### src/rtl/keypad_scanner_fifo.sv
// ---------------------------------------------------------------------------
// keypad_scanner_fifo
// Matrix keypad scanner with press/release debounce and a small key-code
// FIFO behind a CPU register interface.
//
// Ports
//   clock            in   system clock, rising edge
//   reset            in   synchronous active-high reset
//   keyboardCtrl     in   chip select, qualifies CPU reads only
//   read_enable      in   CPU read strobe
//   address[3:0]     in   0x0 data (pops), 0x2 status (clears overflow)
//   column[COLS-1:0] in   column sense, active-low, idle high
//   row[ROWS-1:0]    out  row drive, active-low
//   read_data_output out  registered read data, held between reads
//   key_irq          out  registered, high while the FIFO holds a code
// ---------------------------------------------------------------------------
module keypad_scanner_fifo #(
  parameter int ROWS            = 4,
  parameter int COLS            = 4,
  parameter int DEBOUNCE_CYCLES = 20000,
  parameter int SETTLE_CYCLES   = 2,
  parameter int FIFO_DEPTH      = 4
) (
  input  logic            clock,
  input  logic            reset,
  input  logic            keyboardCtrl,
  input  logic            read_enable,
  input  logic [3:0]      address,
  input  logic [COLS-1:0] column,
  output logic [ROWS-1:0] row,
  output logic [15:0]     read_data_output,
  output logic            key_irq
);

  localparam int DBW = $clog2(DEBOUNCE_CYCLES + 1);
  localparam int SW  = $clog2(SETTLE_CYCLES + 1);
  localparam int PW  = $clog2(FIFO_DEPTH);
  localparam int CW  = $clog2(FIFO_DEPTH) + 1;

  localparam logic [DBW-1:0] DEB_LAST    = DBW'(DEBOUNCE_CYCLES - 1);
  localparam logic [SW-1:0]  SETTLE_LAST = SW'(SETTLE_CYCLES - 1);
  localparam logic [3:0]     ROW_LAST    = 4'(ROWS - 1);

  typedef enum logic [1:0] {
    ST_IDLE     = 2'd0,
    ST_DEBOUNCE = 2'd1,
    ST_SCAN     = 2'd2,
    ST_RELEASE  = 2'd3
  } state_t;

  // Lowest column index reading low; the scan order already gives lowest row.
  function automatic logic [3:0] first_low_col(input logic [COLS-1:0] col);
    logic [3:0] idx;
    idx = 4'd0;
    for (int c = COLS - 1; c >= 0; c--) begin
      if (!col[c]) begin
        idx = 4'(c);
      end else begin
        idx = idx;
      end
    end
    return idx;
  endfunction

  // Active-low drive pattern with only row idx pulled low.
  function automatic logic [ROWS-1:0] row_drive(input logic [3:0] idx);
    logic [ROWS-1:0] p;
    for (int r = 0; r < ROWS; r++) begin
      p[r] = (4'(r) != idx);
    end
    return p;
  endfunction

  state_t          state_q;
  logic [ROWS-1:0] row_q;
  logic [3:0]      row_idx_q;
  logic [DBW-1:0]  deb_cnt_q;
  logic [SW-1:0]   settle_cnt_q;

  logic [7:0]      mem_q [FIFO_DEPTH];
  logic [PW-1:0]   wr_ptr_q, wr_ptr_d;
  logic [PW-1:0]   rd_ptr_q, rd_ptr_d;
  logic [CW-1:0]   count_q, count_d;
  logic            ovf_q, ovf_d;
  logic [15:0]     rdata_q, rdata_d;
  logic            irq_q, irq_d;

  logic            col_active_s;
  logic            push_s;
  logic [7:0]      code_s;
  logic            rd_qual_s;
  logic            pop_s;
  logic            full_s;
  logic            push_ok_s;
  logic            ovf_set_s;
  logic            stat_rd_s;

  // Key-detect and record strobes derived from the scanner state.
  always_comb begin
    col_active_s = ~&column;
    push_s       = (state_q == ST_SCAN) && (settle_cnt_q == SETTLE_LAST) && col_active_s;
    code_s       = {row_idx_q, first_low_col(column)};
  end

  // Scanner FSM: debounce press, walk the rows, debounce release.
  always_ff @(posedge clock) begin
    if (reset) begin
      state_q      <= ST_IDLE;
      row_q        <= '0;
      row_idx_q    <= 4'd0;
      deb_cnt_q    <= '0;
      settle_cnt_q <= '0;
    end else begin
      case (state_q)
        ST_IDLE: begin
          row_q     <= '0;
          deb_cnt_q <= '0;
          if (col_active_s) begin
            state_q <= ST_DEBOUNCE;
          end else begin
            state_q <= ST_IDLE;
          end
        end
        ST_DEBOUNCE: begin
          if (!col_active_s) begin
            state_q   <= ST_IDLE;
            deb_cnt_q <= '0;
          end else if (deb_cnt_q == DEB_LAST) begin
            state_q      <= ST_SCAN;
            deb_cnt_q    <= '0;
            row_idx_q    <= 4'd0;
            row_q        <= row_drive(4'd0);
            settle_cnt_q <= '0;
          end else begin
            deb_cnt_q <= deb_cnt_q + DBW'(1);
          end
        end
        ST_SCAN: begin
          if (settle_cnt_q != SETTLE_LAST) begin
            settle_cnt_q <= settle_cnt_q + SW'(1);
          end else if (col_active_s) begin
            // Hit: code is pushed this cycle, then wait for full release.
            state_q   <= ST_RELEASE;
            row_q     <= '0;
            deb_cnt_q <= '0;
          end else if (row_idx_q == ROW_LAST) begin
            state_q <= ST_IDLE;
            row_q   <= '0;
          end else begin
            row_idx_q    <= row_idx_q + 4'd1;
            row_q        <= row_drive(row_idx_q + 4'd1);
            settle_cnt_q <= '0;
          end
        end
        ST_RELEASE: begin
          row_q <= '0;
          if (col_active_s) begin
            deb_cnt_q <= '0;
          end else if (deb_cnt_q == DEB_LAST) begin
            state_q   <= ST_IDLE;
            deb_cnt_q <= '0;
          end else begin
            deb_cnt_q <= deb_cnt_q + DBW'(1);
          end
        end
        default: begin
          state_q <= ST_IDLE;
          row_q   <= '0;
        end
      endcase
    end
  end

  // FIFO bookkeeping, register reads and interrupt next-state.
  always_comb begin
    rd_qual_s = read_enable && keyboardCtrl;
    pop_s     = rd_qual_s && (address == 4'h0) && (count_q != '0);
    full_s    = (count_q == CW'(FIFO_DEPTH));
    // A pop in the same cycle frees the slot, so a full FIFO still accepts.
    push_ok_s = push_s && (!full_s || pop_s);
    ovf_set_s = push_s && full_s && !pop_s;
    stat_rd_s = rd_qual_s && (address == 4'h2);

    if (push_ok_s && !pop_s) begin
      count_d = count_q + CW'(1);
    end else if (pop_s && !push_ok_s) begin
      count_d = count_q - CW'(1);
    end else begin
      count_d = count_q;
    end

    if (push_ok_s) begin
      wr_ptr_d = wr_ptr_q + PW'(1);
    end else begin
      wr_ptr_d = wr_ptr_q;
    end

    if (pop_s) begin
      rd_ptr_d = rd_ptr_q + PW'(1);
    end else begin
      rd_ptr_d = rd_ptr_q;
    end

    // A same-cycle overflow survives the status read that clears the old one.
    ovf_d = ovf_set_s | (ovf_q & ~stat_rd_s);

    if (rd_qual_s) begin
      case (address)
        4'h0: begin
          if (count_q != '0) begin
            rdata_d = {1'b1, 7'd0, mem_q[rd_ptr_q]};
          end else begin
            rdata_d = 16'h0000;
          end
        end
        4'h2:    rdata_d = {8'd0, ovf_q, full_s, 1'b0, 5'(count_q)};
        default: rdata_d = 16'h0000;
      endcase
    end else begin
      rdata_d = rdata_q;
    end

    irq_d = (count_d != '0);
  end

  // FIFO control and output registers.
  always_ff @(posedge clock) begin
    if (reset) begin
      wr_ptr_q <= '0;
      rd_ptr_q <= '0;
      count_q  <= '0;
      ovf_q    <= 1'b0;
      rdata_q  <= 16'h0000;
      irq_q    <= 1'b0;
    end else begin
      wr_ptr_q <= wr_ptr_d;
      rd_ptr_q <= rd_ptr_d;
      count_q  <= count_d;
      ovf_q    <= ovf_d;
      rdata_q  <= rdata_d;
      irq_q    <= irq_d;
    end
  end

  // FIFO storage; contents are only meaningful below count, so no reset.
  always_ff @(posedge clock) begin
    if (push_ok_s && !reset) begin
      mem_q[wr_ptr_q] <= code_s;
    end else begin
      mem_q[wr_ptr_q] <= mem_q[wr_ptr_q];
    end
  end

  assign row              = row_q;
  assign read_data_output = rdata_q;
  assign key_irq          = irq_q;

endmodule

### config.mk
export PLATFORM = sky130hd
export DESIGN_NAME = keypad_scanner_fifo
export DESIGN_NICKNAME = d
export VERILOG_FILES = /design/src/rtl/keypad_scanner_fifo.sv
export SDC_FILE = /design/constraint.sdc
export NUM_CORES = 1
export LEC_CHECK = 0
export CAP_MARGIN = 20
export CELL_PAD_IN_SITES_DETAIL_PLACEMENT = 1
export CELL_PAD_IN_SITES_GLOBAL_PLACEMENT = 1
export CORE_ASPECT_RATIO = 1.75
export CORE_MARGIN = 2
export CORE_UTILIZATION = 48
export DETAILED_ROUTE_END_ITERATION = 8
export HOLD_SLACK_MARGIN = 0.06
export PLACE_DENSITY = 0.86
export SLEW_MARGIN = 20
export SYNTH_ARGS = -nofsm -noshare
export SYNTH_HDL_FRONTEND = slang
export SYNTH_SLANG_ARGS = --single-unit
### constraint.sdc
create_clock -name clock -period 6.54 [get_ports clock]
set_clock_uncertainty 0.2 [all_clocks]
set_input_delay 1.635 -clock clock [delete_from_list [all_inputs] [get_ports clock]]
set_output_delay 1.635 -clock clock [all_outputs]
set_load 0.02 [all_outputs]
# Word-level counts from Yosys, hierarchy flattened
# Memory sizes are Yosys's and may differ from the RTL's. A register that Yosys moved wholly into a read port is not among the register bits.
# Index checks and enable logic that the tools add are counted.
[word_totals]
regBits = 52
mem_bits_rw = 32
out_inout_bits = 21
wordCells = 126
n_memories = 1
[op_classes]
addsub = 7
eq_ne = 25
muxes = 46
bitwise_logic = 4
n_reduce_logical = 32
[mem_list]
columns = ["name", "depth", "width", "rd", "rd_clocked_by_memory_dff", "wr", "line_no", "rtl"]
rows = [
  ["mem_q", 4, 8, 1, 1, 1, "80", "logic [7:0] mem_q [FIFO_DEPTH];"],
]
[ops]
columns = ["operator", "count"]
rows = [
  ["$mux W15", 5],
  ["$pmux W15 S4", 1],
  ["$mux W4", 12],
  ["$pmux W16 S2", 1],
  ["$mux W2", 15],
  ["$mux W16", 1],
  ["$add A15 B1 Y15 const B", 1],
  ["$eq A15 B15 Y1 const B", 1],
  ["$ne A2 B2 Y1 const B", 7],
  ["$logic_and A1 B1 Y1", 12],
  ["$pmux W4 S3", 1],
  ["$reduce_and A5 Y1", 2],
  ["$eq A4 B2 Y1 const B", 2],
  ["$mux W8", 1],
  ["$ne A2 B4 Y1 const A", 2],
  ["$pmux W2 S4", 1],
  ["$pmux W4 S2", 1],
  ["$add A2 B1 Y2 const B", 3],
  ["$mux W3", 2],
  ["$ne A3 B3 Y1 const B", 2],
  ["$reduce_and A6 Y1", 1],
  ["$reduce_bool A3 Y1", 2],
  ["$logic_not A1 Y1", 5],
  ["$add A4 B1 Y4 const B", 1],
  ["24 further kinds", 32],
]

# Depth between registers and ports, before layout
# Gate-level depths: netlist (run 1).
[depth]
ltp_word = 10
ltp_mapped = 10
depth_no_buf = 8

# Worst setup path before layout (run 1)
# OpenSTA, ideal clock, no wires.
[synth_timing]
path_type = "input to register"
from = "in address[1]"
to = "reg irq_q (netlist: key_irq)"
setup_time_ns = 0.120
t_arrival_ns = 3.208
setup_slack_ns = 3.012
stages = 7
path_buffers = 1
cell_sequence = "or4_1 -> nor3_1 -> buf_2 -> nor2_1 -> a22o_1 -> a22o_1 -> a211o_1"
[synth_via]
elab_chain_len = 10
elab_cells_between_ends = 12
cone_classes = "mux: 2; reduce/logical: 10"
[synth_rtl]
columns = ["element", "line_no", "rtl"]
rows = [
  ["start: declaration", "28", "input logic [3:0] address,"],
  ["$logic_not A4 Y1 (*)", "177", "pop_s = rd_qual_s && (address == 4'h0) && (count_q != '0);"],
  ["$logic_and A1 B1 Y1 (*) (2 in series)", "177", ""],
  ["$logic_or A1 B1 Y1", "180", "push_ok_s = push_s && (!full_s || pop_s);"],
  ["$logic_and A1 B1 Y1", "180", ""],
  ["$logic_not A1 Y1", "186", "end else if (pop_s && !push_ok_s) begin"],
  ["$logic_and A1 B1 Y1", "186", ""],
  ["$mux W3", "186", ""],
  ["$mux W3 (*)", "184", "if (push_ok_s && !pop_s) begin"],
  ["$reduce_bool A3 Y1 (*)", "223", "irq_d = (count_d != '0);"],
  ["end signal: assignment", "241", "irq_q <= irq_d;"],
  ["end: declaration", "86", "logic irq_q, irq_d;"],
]
# Mark *: on every way between the ends. The rest lies on a longest branch, timed or not.
# A chain may end at the register's enable or synchronous reset.

# Worst setup path in the final report (run 1)
[layout_timing]
from = "in read_enable"
to = "mem mem_q[3][1], enable pin"
[layout_via]
elab_chain_len = 9
elab_cells_between_ends = 11
cone_classes = "mux: 3; bitwise: 1; reduce/logical: 7"
[layout_rtl]
columns = ["element", "line_no", "rtl"]
rows = [
  ["start: declaration", "27", "input logic read_enable,"],
  ["$logic_and A1 B1 Y1 (*)", "176", "rd_qual_s = read_enable && keyboardCtrl;"],
  ["$logic_and A1 B1 Y1 (*) (2 in series)", "177", ""],
  ["$logic_or A1 B1 Y1 (*)", "180", ""],
  ["$logic_and A1 B1 Y1 (*)", "180", ""],
  ["$logic_and A1 B1 Y1 (*)", "247", "if (push_ok_s && !reset) begin"],
  ["$mux W1 (on tied branches)", "247, 250", ""],
  ["$mux W1 (implied by the code) / $reduce_and A2 Y1 (equally long branches)", "--", ""],
  ["$or A1 B1 Y1 (no line) (*)", "--", ""],
  ["end: declaration", "80", ""],
]
# Marked as above.

==> reports/metrics.csv, run 1 <==
metric,value,unit
run status,"complete, no violations",
Slew Limit Fails,0,
Post-CTS Resized,0,
startpoint types,primary input,
leak pwr,0.00142,µW
DRC Markers,0,
Post-synth top cells,"nor2_1 (50), dfxtp_1 (46), edfxtp_1 (24)",
Die Area,7740,µm²
hold depth,2,
Max VDD drop,0.161,mV
total power,1130,µW
Clock Sinks,70,
"area leader, netlist",dfxtp_1,
via count,2564,
placer congestion estimate,0.744,
number of diodes,0,
post-layout net count,386,
switching share of power,27.1,%
FF-to-FF path depth,7,
RR Startpoint,state_q[0]$_SDFFE_PP0P_,
drt pass-1 iters,4,
H-tree level count,3,
Skew-Pair Late Insertion Delay,0.34,ns
Core ar.,6860,µm²
largest cells by area after synthesis,"dfxtp_1 (27%), edfxtp_1 (21%), ha_1 (6.7%)",
worst min-delay path class,flop to flop,
Setup Buffers After CTS,0,
CTS max path bufs,2,
cts bufs inserted,9,
Pint,825,µW
number of synthesized flops with an enable pin,24,
Die Y,115,µm
RSZ-0062 raised after global routing,no,
max_slew headroom,56.8,%
WS Path Type,primary input to flop,
Setup crit start,read_enable,
Syn Area/Cell,10.2,µm²
vias per inst,5.76,
initial core utilization,49.2,%
register area share after synthesis,48.7,%
CTS tree,yes,
die width,67.4,µm
Tmin final,4.01,ns
drt wl/cell,18.1,µm
GRT Total Usage,23.7,%
Synth Cell Area,3370,µm²
dpl ws,2.15,ns
largest net degree at the start of global routing,32,
first-pass GRT wire length,13200,µm
hold buffer count at cts,0,
setup TNS,0,ns
dpl hpwl,5920,µm
Power Density,286,nW/µm²
Syn Inst Count,331,
Worst-Margin Slew,0.642,ns
YS warnings,0,
# rows,40,
Clock transition at path regs,0.06,ns
number of distinct library cells after synthesis,50,
WL final,8040,µm
"Top FF cell, synth",dfxtp_1,
post-route ant nets,0,
share of the synthesized area in the top cell type,27.3,%
Ports,33,
fraction of layout cells with a size suffix above 1,9.14,%
NetSw,307,µW
FMAX,249,MHz
max cap viols,0,
drt initial violations,91,
Combinational Power Share,14.3,%
"count leader, synth",nor2_1,
async set or reset register ratio after synthesis,0,%
Clock Tree Root,clkbuf_16,
GRT overflow,0,
hold path start,read_data_output[7]$_SDFFE_PP0N_,
part of the power in registers,41.8,%
vias in the first global route,2706,
CP Data Arrival Time,3.82,ns
Critical Path RT,6.35,ns
final critical-path share of the clock period,61.4,%
endpoint class of the critical path,flop,
#FFs+latches synth,70,
Port Buf Inserts,24,
clock network fraction of design power,43.9,%
setup slack after layout,2.53,ns
setup violators final,0,
initial antenna violation count,0,
area delta synth->final,17.4,%
CP Max Fanout,10,
final hold violation count,0,
flip-flops by register name, indices dropped and copies added (netlist names), 2 cells and up, named ones only:
name and count:
deb_cnt_q 15, row_idx_q 4, wr_ptr_q 2, settle_cnt_q 2, row 4, rd_ptr_q 2
read_data_output 8, count_q 3, mem_q 24, state_q 2
path summary, 6_finish.rpt:
check,slack [ns],to
min,0.29,read_data_output[7]$_SDFFE_PP0N_
max,2.53,mem_q[3][1]$_DFFE_PP_
min reg2reg,0.29,read_data_output[7]$_SDFFE_PP0N_
max reg2reg,3.79,mem_q[3][1]$_DFFE_PP_
area by class of cell:
cell class                      count  area (µm²)
Sequential cell                    70        1640
Tap cell                           84         105
Clock buffer                        9         225
Timing Repair Buffer               26         255
Fill cell                         758        2900
Multi-Input combinational cell    236        1600
Clock inverter                      7        82.6
Inverter                           13        48.8
cells by family (layout without fill, tap and decap cells):
| group | Yosys count | after routing | share of synthesized area [%] |
|---|---|---|---|
| and+or+nand+nor | 124 | 124 | 18.7 |
| DFF | 70 | 70 | 48.7 |
| AOI/OAI and AO/OA | 58 | 58 | 11.1 |
| buffers and inverters | 32 | 55 | 4.82 |
| adders and majority gates | 18 | 18 | 6.68 |
| xor gates and xnor gates | 16 | 16 | 4.16 |
| muxes | 12 | 12 | 5.83 |
| other | 1 | 8 | 0.111 |
power by group through the flow:
stage / combinational [µW] / sequential (µW) / clock, µW
after global placement: 154 / 483 / 0
after global routing: 184 / 475 / 524
after detailed placement: 158 / 483 / 0
after floorplan: 111 / 488 / 0
after CTS: 163 / 474 / 505
final: 162 / 473 / 497
cell usage in the layout (no fill, tap or decap), types with 5 or more instances in the layout:
cell type and instances:
and2_1 5, clkdlybuf4s50_1 24, dfxtp_1 46, nand3_1 7, mux4_2 6, inv_1 13, o21ai_0 11, or4_1 5
a22oi_1 7, conb_1 8, nand2_1 19, nor4b_1 5, xnor2_1 7, mux2i_1 5, nor2_1 50, a21oi_1 22
edfxtp_1 24, clkbuf_16 9, xor2_1 9, ha_1 18
critical path, stage by stage:
cell and delay (ns):
clkdlybuf4s50_1 0.46, nand2_1 0.21, or4_1 0.60, nor2_1 0.13, o21ai_0 0.20, nor2_1 0.24
and2_1 0.35
per-stage QoR:
| step | hold WS, ns | instance area (µm²) | std cells | util, % |
|---|---|---|---|---|
| global placement | 0.269 | 3640 | 429 | 53.2 |
| floorplan | 0.250 | 3400 | 338 | - |
| CTS | 0.298 | 3950 | 445 | 57.6 |
| detailed placement | 0.284 | 3640 | 429 | 53.2 |
| finish | 0.290 | 3960 | 445 | 57.7 |
| global route | 0.330 | 3960 | 445 | 57.7 |
routing by layer:
metal | wire [µm] | part of all wire, % | track usage, % | vias up
met5 | 0 | 0 | 0 | -
met4 | 259 | 3.2 | 13.1 | 0
met3 | 232 | 2.9 | 5.19 | 20
met2 | 4870 | 61 | 47.2 | 54
met1 | 2670 | 33 | 20.4 | 1274
li1 | - | - | - | 1216
Note: power is estimated with default switching activity, not from simulation.
==> inputs of run 2 (changes only) <==
CORE_UTILIZATION = 40   (was 48)
PLACE_DENSITY = 0.77   (was 0.86)
clock period = 3.65 ns   (was 6.54 ns; I/O delays follow)
==> reports/metrics.csv, run 2 (synthesis results as in run 1) <==
metric,value,unit,change
run status,"complete, no violations",,
worst min-delay path class,flop to flop,,
final critical-path share of the clock period,81.2,%,
placer congestion estimate,0.830,,+12%
routed wl met3,195,µm,-16%
crit-path most repeated cell,a22o_1,,
via count,2525,,-1.5%
# rows,44,,+10%
leak pwr,0.00144,µW,+1.3%
Max VDD drop,0.273,mV,+69%
number of diodes,0,,unchanged
DRC Markers,0,,unchanged
Pint,1470,µW,+78%
die width,73.4,µm,+9.0%
Tmin final,2.96,ns,
Setup Buffers After CTS,0,,unchanged
Clock transition at path regs,0.06,ns,about the same
WS Path Type,primary input to flop,,
NetSw,525,µW,+71%
DR WL met2,4800,µm,-1.5%
cts bufs inserted,9,,unchanged
post-layout net count,392,,+1.6%
Port Buf Inserts,24,,unchanged
FF-to-FF path depth,7,,unchanged
post-route ant nets,0,,unchanged
hold path start,read_data_output[0]$_SDFFE_PP0N_,,
clock network fraction of design power,42.8,%,-1.1 points
setup violators final,0,,unchanged
Ports,33,,unchanged
Power Density,500,nW/µm²,+75%
Critical Path RT,3.67,ns,-2.68 ns
Combinational Power Share,14.7,%,+0.4 points
drt pass-1 iters,4,,unchanged
drt wl/cell,17.4,µm,-3.7%
vias per inst,5.50,,-4.5%
R2R Setup Slk,0.87,ns,-2.92 ns
Skew-Pair Late Insertion Delay,0.33,ns,about the same
Clock Tree Root,clkbuf_16,,
GRT overflow,0,,unchanged
total power,2000,µW,+76%
RR Startpoint,deb_cnt_q[0]$_SDFFE_PP0P_,,
setup TNS,0,ns,unchanged
initial core utilization,40.8,%,-8.3 points
initial antenna violation count,0,,unchanged
max_slew headroom,59.8,%,+3.0 points
CP max stage cell,or4_1,,
area delta synth->final,18.4,%,
startpoint types,primary input,,
Slew Limit Fails,0,,unchanged
CTS max path bufs,2,,unchanged
FMAX,337,MHz,
Critical Path Sink,key_irq$_SDFF_PP0_,,
Levels on crit path,8,,+1
Die Area,9210,µm²,+19%
Top Layer Used,met4,,
Setup crit start,address[1],,
CTS tree,yes,,
largest net degree at the start of global routing,21,,-34%
switching share of power,26.3,%,-0.78 points
max FFs per register,24,,unchanged
part of the power in registers,42.5,%,+0.7 points
endpoint class of the critical path,flop,,
vias in the first global route,2738,,+1.2%
first-pass GRT wire length,13400,µm,+1.7%
utilization after layout,48.3,%,-9.4 points
Core ar.,8260,µm²,+20%
reg-to-reg endpoint,state_q[1]$_SDFFE_PP0P_,,
Post-Route M1 WL,2730,µm,+2.1%
GRT Total Usage,19.4,%,-4.4 points
"most common cell after layout, fill and taps aside",nor2_1,,
setup slack after layout,0.686,ns,-1.84 ns
"slowest stage delay, CP",0.52,ns,-0.08 ns
max cap viols,0,,unchanged
CP Data Arrival Time,2.99,ns,-0.83 ns
CP Max Fanout,11,,+1
fraction of layout cells with a size suffix above 1,9.81,%,+0.67 points
RSZ-0062 raised after global routing,no,,
final hold violation count,0,,unchanged
"Cell Chain, Critical Path","clkdlybuf4s50_1, or4_1, nor3_1, buf_4, nor2_1, a22o_1, a22o_1, a211o_1",,
Worst-Margin Slew,0.598,ns,-0.0437 ns
drt initial violations,79,,-13%
WL final,7980,µm,-0.72%
H-tree level count,3,,unchanged
"delay-heaviest family, CP",simple AND/OR/NAND/NOR gates,,
Post-CTS Resized,0,,unchanged
dpl ws,0.344,ns,-1.81 ns
dpl hpwl,6100,µm,+3.0%
Buf/Inv on CP,2,,+1
hold buffer count at cts,0,,unchanged
Clock Sinks,70,,unchanged
Top reg by flops,mem_q,,
most frequent cells in the layout,"nor2_1 (50), dfxtp_1 (46), clkdlybuf4s50_1 (24), edfxtp_1 (24), a21oi_1 (22)",,
Die Y,125,µm,+9.2%
## run 2: metal layers
metal,GRT usage (%),up-vias
met1,17.6,1243
met4,10.3,0
met3,4.19,17
li1,-,1220
met5,0,-
met2,37.5,45
## run 2: power by group through the flow
stage,clock (µW),sequential [µW],combinational [µW]
after global routing,901,853,330
after detailed placement,0,866,293
final,854,849,293
after floorplan,0,874,200
after global placement,0,864,284
after CTS,873,849,297
## run 2: final cells by class
class / count / area, µm²
clock inverter: 6 / 63.8
timing repair buffer: 32 / 300
sequential: 70 / 1640
clock buffer: 10 / 229
fill: 934 / 4270
inverter: 13 / 48.8
multi-input combinational: 236 / 1590
tap: 92 / 115
## run 2: worst reg2reg max path, delay by kind of cell, from the launching register on
| kind | cells | cell delay, ns |
|---|---|---|
| simple gates | 4 | 1.57 |
| flops | 1 | 0.38 |
| compound gates | 2 | 0.34 |
| fa+ha+maj | 1 | 0.22 |
## run 2: worst min path at each step
stage / to / cells after the start
finish: read_data_output[0]$_SDFFE_PP0N_ / 2
global route: read_data_output[6]$_SDFFE_PP0N_ / 2
CTS: read_data_output[1]$_SDFFE_PP0N_ / 2
detailed placement: read_data_output[1]$_SDFFE_PP0N_ / 2
global placement: read_data_output[1]$_SDFFE_PP0N_ / 2
floorplan: ovf_q$_SDFF_PP0_ / 2
## run 2: through the flow
stage | instances | cell area, µm² | hold slack, ns
6_report | 459 | 3990 | 0.288
5_1_grt | 459 | 3990 | 0.329
4_1_cts | 459 | 3990 | 0.293
3_5_place_dp | 443 | 3700 | 0.280
3_3_place_gp | 443 | 3700 | 0.264
2_1_floorplan | 338 | 3400 | 0.250
==> inputs of run 3 (changes only) <==
CORE_UTILIZATION = 45   (was 40)
PLACE_DENSITY = 0.82   (was 0.77)
clock period = 3 ns   (was 3.65 ns; I/O delays follow)
==> reports/metrics.csv, run 3 (synthesis results as in run 1) <==
metric,value,unit,change
dpl hpwl,6270,µm,+2.9%
max cap viols,0,,unchanged
FF-to-FF path depth,7,,unchanged
run status,"complete, no violations",,
leak pwr,0.00152,µW,+6.0%
Max VDD drop,0.408,mV,+49%
switching share of power,25.9,%,-0.44 points
CTS tree,yes,,
FMAX,360,MHz,
Tmin final,2.77,ns,
setup violators final,0,,unchanged
Top Layer Used,met4,,
GRT overflow,0,,unchanged
GRT Total Usage,22.5,%,+3.1 points
Clock Sinks,70,,unchanged
drt wl/cell,18.3,µm,+5.2%
area delta synth->final,22.3,%,
Post-Route M1 WL,2860,µm,+4.7%
placer congestion estimate,0.773,,-6.8%
Slew Limit Fails,0,,unchanged
vias per inst,5.60,,+1.7%
Port Buf Inserts,24,,unchanged
first-pass GRT wire length,14100,µm,+5.0%
Critical Path RT,3.03,ns,-0.64 ns
routed wl met3,261,µm,+34%
dpl cell area,3800,µm²,+2.8%
drt pass-1 iters,4,,unchanged
Pint,1910,µW,+30%
vias in the first global route,2789,,+1.9%
Combinational Power Share,14.8,%,about the same
total placed cells including tap cells,450,,+1.6%
number of diodes,0,,unchanged
setup TNS,0,ns,unchanged
utilization after layout,57.0,%,+8.7 points
Skew-Pair Late Insertion Delay,0.34,ns,about the same
post-layout net count,405,,+3.3%
WS Path Type,primary input to flop,,
"most common cell after layout, fill and taps aside",nor2_1,,
worst hold slack,0.286,ns,-0.00198 ns
Die Area,8230,µm²,-11%
"non-filler cells, final",466,,+1.5%
Power Density,623,nW/µm²,+25%
final hold violation count,0,,unchanged
hold depth,2,,unchanged
endpoint class of the critical path,flop,,
DRC Markers,0,,unchanged
H-tree level count,3,,unchanged
CP Data Arrival Time,2.80,ns,-0.19 ns
die width,69.4,µm,-5.4%
Post-CTS Resized,0,,unchanged
initial antenna violation count,0,,unchanged
worst min-delay path class,flop to flop,,
max FFs per register,24,,unchanged
part of the power in registers,40.2,%,-2.3 points
most frequent cells in the layout,"nor2_1 (50), dfxtp_1 (46), clkdlybuf4s50_1 (24), edfxtp_1 (24), a21oi_1 (22)",,
CP Max Fanout,6,,-5
largest net degree at the start of global routing,15,,-29%
Die Y,119,µm,-5.5%
WL final,8520,µm,+6.8%
fraction of layout cells with a size suffix above 1,13.2,%,+3.3 points
DR WL met2,5000,µm,+4.1%
Clock transition at path regs,0.06,ns,about the same
# rows,41,,-6.8%
cell area after layout,4130,µm²,+3.3%
Clock Tree Root,clkbuf_16,,
clock network fraction of design power,45.1,%,+2.3 points
CTS max path bufs,2,,unchanged
drt initial violations,85,,+7.6%
post-route ant nets,0,,unchanged
RSZ-0062 raised after global routing,no,,
hold buffer count at cts,0,,unchanged
NetSw,665,µW,+27%
final critical-path share of the clock period,92.5,%,
cts bufs inserted,9,,unchanged
Top reg by flops,mem_q,,
Core ar.,7230,µm²,-12%
Ports,33,,unchanged
startpoint types,primary input,,
Setup Buffers After CTS,0,,unchanged
via count,2608,,+3.3%
initial core utilization,46.6,%,+5.8 points
run 3: worst paths after layout:
kind | startpoint | end | slack (ns)
max | address[1] | key_irq$_SDFF_PP0_ | 0.23
min | read_data_output[6]$_SDFFE_PP0N_ | read_data_output[6]$_SDFFE_PP0N_ | 0.29
max reg2reg | deb_cnt_q[0]$_SDFFE_PP0P_ | state_q[1]$_SDFFE_PP0P_ | 0.25
min reg2reg | read_data_output[6]$_SDFFE_PP0N_ | read_data_output[6]$_SDFFE_PP0N_ | 0.29
run 3: power groups by stage:
stage	Sequential, µW	Clock (µW)	Combinational, µW
2_1_floorplan	1060	0	243
3_3_place_gp	1050	0	372
3_5_place_dp	1050	0	382
4_1_cts	1030	1190	386
5_1_grt	1040	1220	426
6_report	1030	1160	379
run 3: critical path, stage by stage:
cell and delay [ns]:
clkdlybuf4s50_1 0.41, or4_1 0.53, nor3_1 0.18, buf_4 0.18, and3_1 0.20, o21ai_0 0.12, o311a_1 0.17, a211o_1 0.27
run 3: stage by stage:
stage | setup slack [ns] | total power [µW]
final | 0.226 | 2570
after global routing | 0.0419 | 2680
after CTS | 0.232 | 2610
after detailed placement | -0.152 | 1430
after global placement | -0.0594 | 1420
after floorplan | 0.357 | 1310
run 3: layout make-up:
cell class	count	area, µm²
Fill cell	816	3110
Sequential cell	70	1640
Multi-Input combinational cell	236	1590
Timing Repair Buffer	45	410
Clock buffer	10	229
Tap cell	86	108
Clock inverter	6	93.8
Inverter	13	48.8
run 3: per-layer routing:
layer / vias to the layer above / track usage, %
li1: 1254 / -
met1: 1278 / 20.8
met2: 51 / 42.7
met3: 25 / 5.03
met4: 0 / 14.2
met5: - / 0
